===== config.mk =====
export PLATFORM = sky130hd
export DESIGN_NAME = truth_table_sweep_flat
export DESIGN_NICKNAME = d
export VERILOG_FILES = /design/src/rtl/truth_table_sweep_if.sv /design/src/rtl/truth_table_sweep.sv /design/src/flat_wrapper.sv
export SDC_FILE = /design/constraint.sdc
export NUM_CORES = 1
export LEC_CHECK = 0
export BUFFER_PORTS_ARGS = -buffer_cell sky130_fd_sc_hd__buf_2
export CAP_MARGIN = 25
export CORE_MARGIN = 3
export CORE_UTILIZATION = 43
export DETAILED_ROUTE_END_ITERATION = 7
export GPL_TIMING_DRIVEN = 0
export PLACE_DENSITY = 0.79
export SLEW_MARGIN = 0
export SYNTH_ARGS = -nofsm -noshare
export SYNTH_HDL_FRONTEND = slang
export SYNTH_SLANG_ARGS = --single-unit
export TNS_END_PERCENT = 30

===== constraint.sdc =====
create_clock -name clk -period 1.7 [get_ports clk]
set_input_delay 0.255 -clock clk [delete_from_list [all_inputs] [get_ports clk]]
set_output_delay 0.255 -clock clk [all_outputs]
set_load 0.02 [all_outputs]

===== src/rtl/truth_table_sweep_if.sv =====
// truth_table_sweep_if -- handshake and data bundle for truth_table_sweep.
//
// Parameter N_IN: number of Boolean inputs swept; DEPTH = 2**N_IN rows.
// Signals:
//   start, abort, func_tt[DEPTH], out_ready   -> requester to sweeper
//   busy, out_valid, out_vec[N_IN], out_bit,
//   ones_cnt[N_IN+1], done                    -> sweeper to requester
// Macro SWEEP_CMP_EN adds exp_tt[DEPTH] (to sweeper) and mismatch,
// mismatch_cnt[N_IN+1] (from sweeper).
// Modports: master = requester / stream sink, slave = the sweeper.
interface truth_table_sweep_if #(
    parameter int N_IN = 3
);
    localparam int DEPTH = 2 ** N_IN;

    logic              start;
    logic              abort;
    logic [DEPTH-1:0]  func_tt;
    logic              out_ready;
    logic              busy;
    logic              out_valid;
    logic [N_IN-1:0]   out_vec;
    logic              out_bit;
    logic [N_IN:0]     ones_cnt;
    logic              done;
`ifdef SWEEP_CMP_EN
    logic [DEPTH-1:0]  exp_tt;
    logic              mismatch;
    logic [N_IN:0]     mismatch_cnt;
`endif

    modport master (
        output start, abort, func_tt, out_ready,
`ifdef SWEEP_CMP_EN
        output exp_tt,
        input  mismatch, mismatch_cnt,
`endif
        input  busy, out_valid, out_vec, out_bit, ones_cnt, done
    );

    modport slave (
        input  start, abort, func_tt, out_ready,
`ifdef SWEEP_CMP_EN
        input  exp_tt,
        output mismatch, mismatch_cnt,
`endif
        output busy, out_valid, out_vec, out_bit, ones_cnt, done
    );
endinterface


===== src/rtl/truth_table_sweep.sv =====
// truth_table_sweep -- streams every row of a captured N_IN-input truth
// table over a valid/ready handshake and counts the rows whose output is 1.
//
// Ports:
//   clk    : single clock, rising edge
//   rst_n  : asynchronous active-low reset
//   bus    : truth_table_sweep_if.slave (start/abort/func_tt/out_ready in,
//            busy/out_valid/out_vec/out_bit/ones_cnt/done out)
// Optional feature: define SWEEP_CMP_EN to capture an expected table
// exp_tt alongside func_tt and flag/count rows where the two differ.
module truth_table_sweep #(
    parameter int N_IN = 3
) (
    input  logic                clk,
    input  logic                rst_n,
    truth_table_sweep_if.slave  bus
);
    localparam int DEPTH = 2 ** N_IN;

    typedef enum logic [1:0] {IDLE, RUN, DONE} state_t;

    state_t            state;
    logic [DEPTH-1:0]  tt_q;
    logic [N_IN-1:0]   idx;
    logic [N_IN-1:0]   idx_nxt;
    logic              busy_q;
    logic              valid_q;
    logic              bit_q;
    logic [N_IN:0]     ones_q;
    logic              done_q;
`ifdef SWEEP_CMP_EN
    logic [DEPTH-1:0]  exp_q;
    logic              mis_q;
    logic [N_IN:0]     mis_cnt_q;
`endif

    assign idx_nxt = idx + 1'b1;

    always_ff @(posedge clk or negedge rst_n) begin
        if (!rst_n) begin
            state     <= IDLE;
            tt_q      <= '0;
            idx       <= '0;
            busy_q    <= 1'b0;
            valid_q   <= 1'b0;
            bit_q     <= 1'b0;
            ones_q    <= '0;
            done_q    <= 1'b0;
`ifdef SWEEP_CMP_EN
            exp_q     <= '0;
            mis_q     <= 1'b0;
            mis_cnt_q <= '0;
`endif
        end else begin
            done_q <= 1'b0;
            case (state)
                IDLE: begin
                    if (bus.start) begin
                        tt_q    <= bus.func_tt;
                        idx     <= '0;
                        ones_q  <= '0;
                        // Row 0 is presented straight from the incoming table
                        // so out_bit is valid on the first RUN cycle.
                        bit_q   <= bus.func_tt[0];
                        valid_q <= 1'b1;
                        busy_q  <= 1'b1;
                        state   <= RUN;
`ifdef SWEEP_CMP_EN
                        exp_q     <= bus.exp_tt;
                        mis_q     <= bus.func_tt[0] ^ bus.exp_tt[0];
                        mis_cnt_q <= '0;
`endif
                    end
                end
                RUN: begin
                    if (bus.abort) begin
                        // Abort wins over a simultaneous transfer: nothing counted.
                        valid_q <= 1'b0;
                        busy_q  <= 1'b0;
                        state   <= IDLE;
`ifdef SWEEP_CMP_EN
                        mis_q   <= 1'b0;
`endif
                    end else if (bus.out_ready) begin
                        ones_q <= ones_q + (N_IN+1)'(bit_q);
`ifdef SWEEP_CMP_EN
                        if (mis_q) mis_cnt_q <= mis_cnt_q + 1'b1;
`endif
                        if (idx == N_IN'(DEPTH - 1)) begin
                            valid_q <= 1'b0;
                            done_q  <= 1'b1;
                            state   <= DONE;
`ifdef SWEEP_CMP_EN
                            mis_q   <= 1'b0;
`endif
                        end else begin
                            idx   <= idx_nxt;
                            bit_q <= tt_q[idx_nxt];
`ifdef SWEEP_CMP_EN
                            mis_q <= tt_q[idx_nxt] ^ exp_q[idx_nxt];
`endif
                        end
                    end
                end
                DONE: begin
                    busy_q <= 1'b0;
                    state  <= IDLE;
                end
                default: state <= IDLE;
            endcase
        end
    end

    assign bus.busy      = busy_q;
    assign bus.out_valid = valid_q;
    assign bus.out_vec   = idx;
    assign bus.out_bit   = bit_q;
    assign bus.ones_cnt  = ones_q;
    assign bus.done      = done_q;
`ifdef SWEEP_CMP_EN
    assign bus.mismatch     = mis_q;
    assign bus.mismatch_cnt = mis_cnt_q;
`endif
endmodule


===== src/flat_wrapper.sv =====
// flat-port wrapper written by rule: the top's interface ports become plain ports
module truth_table_sweep_flat 
#(
    parameter int N_IN = 3
)
  (clk, rst_n, bus_start, bus_abort, bus_func_tt, bus_out_ready, bus_busy, bus_out_valid, bus_out_vec, bus_out_bit, bus_ones_cnt, bus_done);
  truth_table_sweep_if #(.N_IN(N_IN)) bus_i ();
  input  logic clk;
  input  logic rst_n;
  input wire logic [$bits(bus_i.start)-1:0] bus_start;
  input wire logic [$bits(bus_i.abort)-1:0] bus_abort;
  input wire logic [$bits(bus_i.func_tt)-1:0] bus_func_tt;
  input wire logic [$bits(bus_i.out_ready)-1:0] bus_out_ready;
  output wire logic [$bits(bus_i.busy)-1:0] bus_busy;
  output wire logic [$bits(bus_i.out_valid)-1:0] bus_out_valid;
  output wire logic [$bits(bus_i.out_vec)-1:0] bus_out_vec;
  output wire logic [$bits(bus_i.out_bit)-1:0] bus_out_bit;
  output wire logic [$bits(bus_i.ones_cnt)-1:0] bus_ones_cnt;
  output wire logic [$bits(bus_i.done)-1:0] bus_done;
  assign bus_i.start = bus_start;
  assign bus_i.abort = bus_abort;
  assign bus_i.func_tt = bus_func_tt;
  assign bus_i.out_ready = bus_out_ready;
  assign bus_busy = bus_i.busy;
  assign bus_out_valid = bus_i.out_valid;
  assign bus_out_vec = bus_i.out_vec;
  assign bus_out_bit = bus_i.out_bit;
  assign bus_ones_cnt = bus_i.ones_cnt;
  assign bus_done = bus_i.done;
  truth_table_sweep #(.N_IN(N_IN)) u_core (.clk(clk), .rst_n(rst_n), .bus(bus_i));
endmodule

# Yosys cells after proc, flatten, opt, wreduce, memory -nomap -nowiden
# Cells that the tools add are included.
# W data, S select, Z words.
[op_classes]
n_reduce_logical = 9
shifts = 0
order_cmp = 1
mux = 32
div = 0
n_mul = 0
addsub = 2
bitwise = 0
n_eq_ne = 10
[op_table]
columns = ["cell", "count"]
rows = [
  ["$mux W1", 14],
  ["$mux W3", 4],
  ["$mux W4", 3],
  ["$ne A2 B2 Y1 const B", 5],
  ["$mux W2", 4],
  ["$pmux W4 S2", 1],
  ["$reduce_and A4 Y1", 2],
  ["$pmux W3 S2", 1],
  ["$reduce_and A3 Y1", 2],
  ["$reduce_and A5 Y1", 1],
  ["$add A4 B1 Y4", 1],
  ["$lt A3 B4 Y1 const B", 1],
  ["$pmux W1 S2", 2],
  ["$pmux W2 S2", 1],
  ["$add A3 B1 Y3 const B", 1],
  ["$bmux W1 S3", 1],
  ["$eq A3 B3 Y1 const B", 1],
  ["$ne A3 B2 Y1 const B", 1],
  ["$ne A3 B3 Y1 const B", 1],
  ["$pmux W1 S3", 1],
  ["$reduce_bool A3 Y1", 1],
  ["$eq A2 B1 Y1 const B", 1],
  ["$eq A2 B2 Y1 const B", 1],
  ["$logic_not A2 Y1", 1],
  ["2 further kinds", 2],
]
[word_totals]
rom_bits = 0
wordCells = 62
mem_count = 0
latchBits = 0
output_inout_bits = 11
ram_bits = 0
regBits = 21

# Depth between registers and ports, before layout
[depth]
word_depth = 7
ltp_mapped = 7
depth_no_buf = 6

# Worst setup path before layout
# Ideal clock, no wire load.
[synth_timing]
path_type = "flip-flop to flip-flop"
start = "reg u_core.idx[0] (netlist: u_core.bus.out_vec[0])"
end = "reg u_core.state[0]"
synth_period_minus_slack_ns = 1.737
path_stages_with_launch = 7
required_time_ns = 1.572
t_arrival_ns = 1.609
n_path_buf = 0
path_slack_ns = -0.037
setup_ns = 0.128
path_cell_list = "dfrtp_1 > ha_1 > ha_1 > nand2b_1 > a21oi_2 > nor2_1 > mux2_1"
[synth_via]
elab_chain_len = 3
[synth_rtl]
columns = ["item", "line", "rtl"]
rows = [
  ["start, declared", "truth_table_sweep.sv:24", "logic [N_IN-1:0] idx;"],
  ["start signal, assigned", "truth_table_sweep.sv:97", "idx <= idx_nxt;"],
  ["$eq A3 B3 Y1", "truth_table_sweep.sv:89", "if (idx == N_IN'(DEPTH - 1)) begin"],
  ["$ne A3 B2 Y1 (no source line)", "-", ""],
  ["$reduce_and A3 Y1 (no source line)", "-", ""],
  ["end signal, assigned", "truth_table_sweep.sv:92", "state <= DONE;"],
  ["end signal, assigned", "truth_table_sweep.sv:107", "state <= IDLE;"],
  ["end signal, assigned", "truth_table_sweep.sv:109", "default: state <= IDLE;"],
  ["end, declared", "truth_table_sweep.sv:22", "state_t state;"],
]
# Every way passes these cells.
# A chain may end at the register's enable or synchronous reset.

# Worst setup path in the final report
[layout_timing]
start = "reg u_core.state[0]"
end = "reg u_core.state[1]"
[layout_via]
elab_chain_len = 3
[layout_rtl]
columns = ["item", "line", "rtl"]
rows = [
  ["start signal, assigned", "truth_table_sweep.sv:41", "state <= IDLE;"],
  ["start signal, assigned", "truth_table_sweep.sv:67", "state <= RUN;"],
  ["start signal, assigned", "truth_table_sweep.sv:80", "state <= IDLE;"],
  ["$eq A2 B1 Y1 or $logic_not A2 Y1 (tied branches)", "truth_table_sweep.sv:56", "case (state)"],
  ["$ne A3 B2 Y1 (no source line), or another cell as far along", "-", ""],
  ["$reduce_and A3 Y1 (no source line)", "-", ""],
]
# Parallel ways exist; a longest one is shown, timed or not.

==> results by group <==
Synth
  – Number of register bits inferred by synthesis: 21
  – Cell type with the highest aggregate area in the netlist: sky130_fd_sc_hd__dfrtp_1
  – Per-instance average area after synthesis: 11.5 um2
  – Share of Yosys cell area claimed by the top area cell type: a little under half
  – Synth warnings: 0
  – EDFF count, synth: 0
  – Post-synthesis instance area: approximately 1100 um2
  – Cell types occupying the most area after synthesis: sky130_fd_sc_hd__dfrtp_1 (47%), sky130_fd_sc_hd__ha_1 (10%), sky130_fd_sc_hd__mux2_2 (8.0%)
  – Synth Net Count: 120
  – Gate Count Post-Synth: 98
  – Part of the Yosys area used for sequential elements: 46.7%
  – Commonest cells in the synthesized netlist: sky130_fd_sc_hd__dfrtp_1 (21), sky130_fd_sc_hd__nand2_1 (12), sky130_fd_sc_hd__ha_1 (9)
  – Distinct cell type count of the synthesized netlist: 29
  – Share of synthesized registers carrying an async set or reset: between 90% and 100%
  – Post-synth top flop: sky130_fd_sc_hd__dfrtp_1
  – Most common cell in the netlist: sky130_fd_sc_hd__dfrtp_1

Clock tree
  – Total number of clock tree sinks: 21
  – H-Tree Depth: 1
  – Number of buffers inserted during clock tree synthesis: 3
  – Clock root cell: sky130_fd_sc_hd__clkbuf_4
  – Buffer levels on the longest clock path: 2
  – TritonCTS clock tree: built
  – Clock insertion delay at the later pin of the skew report: 0.31 ns
  – CTS clock-pin slew for the worst setup and hold paths: about 0.12 ns

Critical path
  – Type of element capturing the critical path: flip-flop
  – Sort of element at the start of the critical path: flip-flop
  – Required time at the endpoint of the critical path: approximately 1.9 ns
  – Worst Path Class, Setup: reg -> reg
  – Slack of the worst reg-to-reg path: between 0.07 and 0.08 ns
  – Worst Path Arrival: about 1.8 ns
  – Max FO, Critical Path: 9
  – Origin of the critical flop-to-flop path: u_core.state[0]
  – Worst Setup SP: u_core.state[0]

Routing
  – Total detailed-routing wirelength: approximately 2.1 mm
  – Mean number of vias per cell: ~5.2
  – First drt pass iteration count: 6
  – Detail-routed net length per standard cell: 13.2 um
  – Antenna viol nets, final: 0
  – Number of DRC markers after the initial detailed-route iteration: 18
  – Via count: slightly above 800
  – # DRC: 0

STA
  – Final setup violating endpoints: 0
  – Minimum clock period: approximately 1.6 ns
  – Post-route worst hold slack: 0.171 ns
  – Fin. Hold Viols: 0
  – Total negative slack for setup checks: 0 ns
  – Max Slew Vio Count: 0
  – Slew at the pin with the worst max-slew slack: between 0.4 and 0.5 ns
  – Share of the clock period used by the worst path after layout: between 90% and 100%
  – Slew HR: 68.7%
  – Minimum setup slack in the final design: 0.0732 ns
  – Max Fclk: between 600 and 700 MHz
  – Maximum clock skew at final layout: 0.00424 ns
  – RSZ-0062 raised after global routing: false

GRT
  – Vias in the first global route: around 810
  – Wire length of the first global-routing pass: 3.41 mm
  – Initial antenna violation count: 0
  – Overall track demand over capacity in global routing: a little over an eighth
  – Maximum number of pins on one net before global-route repair: 22
  – Global-route congestion overflow total: 0

Final layout
  – Combined area of the multi-input logic cells: just over 600 um2
  – Share of the core filled with cells in the final layout: between 50% and 60%
  – # diodes: 0
  – Net count, final: 150
  – Non-filler cells, final: between 150 and 200
  – Register cell area after layout: 527 um2
  – Fraction of final layout cells with drive strength greater than 1: approximately two fifths
  – Number of filler cells placed in the layout: a little over 200
  – Area growth from synthesis to layout: 20.0%

Floorplan
  – Starting density of the core: 48.1%
  – Die extent in y: about 57 um
  – Standard-cell rows: 17
  – Core ar.: approximately 2300 um2
  – Overall die area: between 3000 and 4000 um2
  – Top-Level Pins: 24
  – Horizontal die dimension: 57.2 um

Pwr
  – Largest voltage drop on the vdd net: 913 uV
  – Cell Pwr Density: ~1700 nW/um2
  – Leakage dissipation: around 0.65 nW

Hold path
  – Worst Min Path Start: bus_func_tt[2]
  – Type of the tightest min-delay check: in -> reg

Place
  – Estimated wirelength of the detail-placed design: 1.62 mm
  – Input/output buffers: 23
  – Total placed cells including tap cells: about 150
  – Final GP Congestion: 0.802
  – Setup WS pre-CTS: -0.108 ns

Job
  – Max-cap viol count: 0

Outcome
  – Run status: finished, final reports clean
path summary, 6_finish.rpt:
path	end	cells past startpoint
max	u_core.state[1]	6
min	u_core.tt_q[2]	2
max reg2reg	u_core.state[1]	6
min reg2reg	u_core.bus.busy	2
max in group asynchronous	u_core.bus.out_vec[0]	2
min in group asynchronous	u_core.bus.out_valid	2
cells in the final DEF, fill, tap and decap left out, types with 3 or more instances in the layout:
cell type / Yosys / layout
sky130_fd_sc_hd__o21ai_1: 8 / 8
sky130_fd_sc_hd__inv_1: 4 / 3
sky130_fd_sc_hd__clkbuf_4: 0 / 3
sky130_fd_sc_hd__nand2_1: 12 / 12
sky130_fd_sc_hd__dfrtp_1: 21 / 20
sky130_fd_sc_hd__buf_2: 0 / 23
sky130_fd_sc_hd__ha_1: 9 / 7
sky130_fd_sc_hd__mux2_2: 8 / 8
sky130_fd_sc_hd__nand2b_1: 5 / 4
cell families (layout without fill, tap and decap cells):
kind of cell / after synthesis / in the layout / share of synthesized area, %
buf+inv: 5 / 34 / 2.00
mux: 13 / 13 / 13.8
simple gates: 31 / 31 / 15.1
flops: 21 / 21 / 46.7
fa+ha+maj: 9 / 9 / 10.0
compound gates: 19 / 19 / 12.4
routing by layer:
metal	up-vias	share of wire [%]	track usage (%)
met2	20	51	23.0
met4	0	0.78	4.64
met3	2	6.2	2.94
met1	380	42	15.9
li1	404	-	-
met5	-	0	0
flip-flops by register name, indices dropped and copies added, names as in the netlist:
name,flops
u_core.bus.out_bit,1
u_core.bus.out_valid,1
u_core.tt_q,8
u_core.bus.ones_cnt,4
u_core.bus.done,1
u_core.bus.busy,1
u_core.bus.out_vec,3
u_core.state,2
stage by stage:
stage	total power [W]	area, um2
finish	0.00227	1350
global route	0.00245	1350
CTS	0.00226	1330
detailed placement	0.00197	1280
global placement	0.00191	1280
floorplan	0.00168	1130
area by class of cell:
cell class	instances	area share, %
Clock inverter	1	0.370
Multi-Input combinational cell	72	44.9
Clock buffer	3	1.67
Tap cell	28	2.59
Sequential cell	21	39.0
Inverter	4	1.11
Buffer	1	0.556
Timing Repair Buffer	25	9.81
report_power, final:
| group | switching, W | total [W] | leakage [nW] | internal, W |
|---|---|---|---|---|
| Combinational | 0.000621 | 0.00118 | 0.366 | 0.000563 |
| Clock | 0.000154 | 0.000242 | 0.0177 | 0.0000879 |
| Sequential | 0.000137 | 0.000844 | 0.261 | 0.000707 |
| Total | 0.000912 | 0.00227 | 0.645 | 0.00136 |
critical path, cell delays in order (launching register included):
cell	delay [ns]
sky130_fd_sc_hd__dfrtp_1	0.45
sky130_fd_sc_hd__ha_1	0.21
sky130_fd_sc_hd__buf_4	0.16
sky130_fd_sc_hd__nand2b_1	0.12
sky130_fd_sc_hd__a21oi_4	0.08
sky130_fd_sc_hd__nor2_2	0.17
sky130_fd_sc_hd__mux2_1	0.34
timing repair:
action	in CTS	in global routing
gates resized for setup	3	5
setup endpoints to repair	2	3
hold buffers	1	0
pin swaps	1	2
endpoints found under the hold margin	21	0
setup buffers	1	0
No activity file was read; power rests on OpenSTA's default activity.
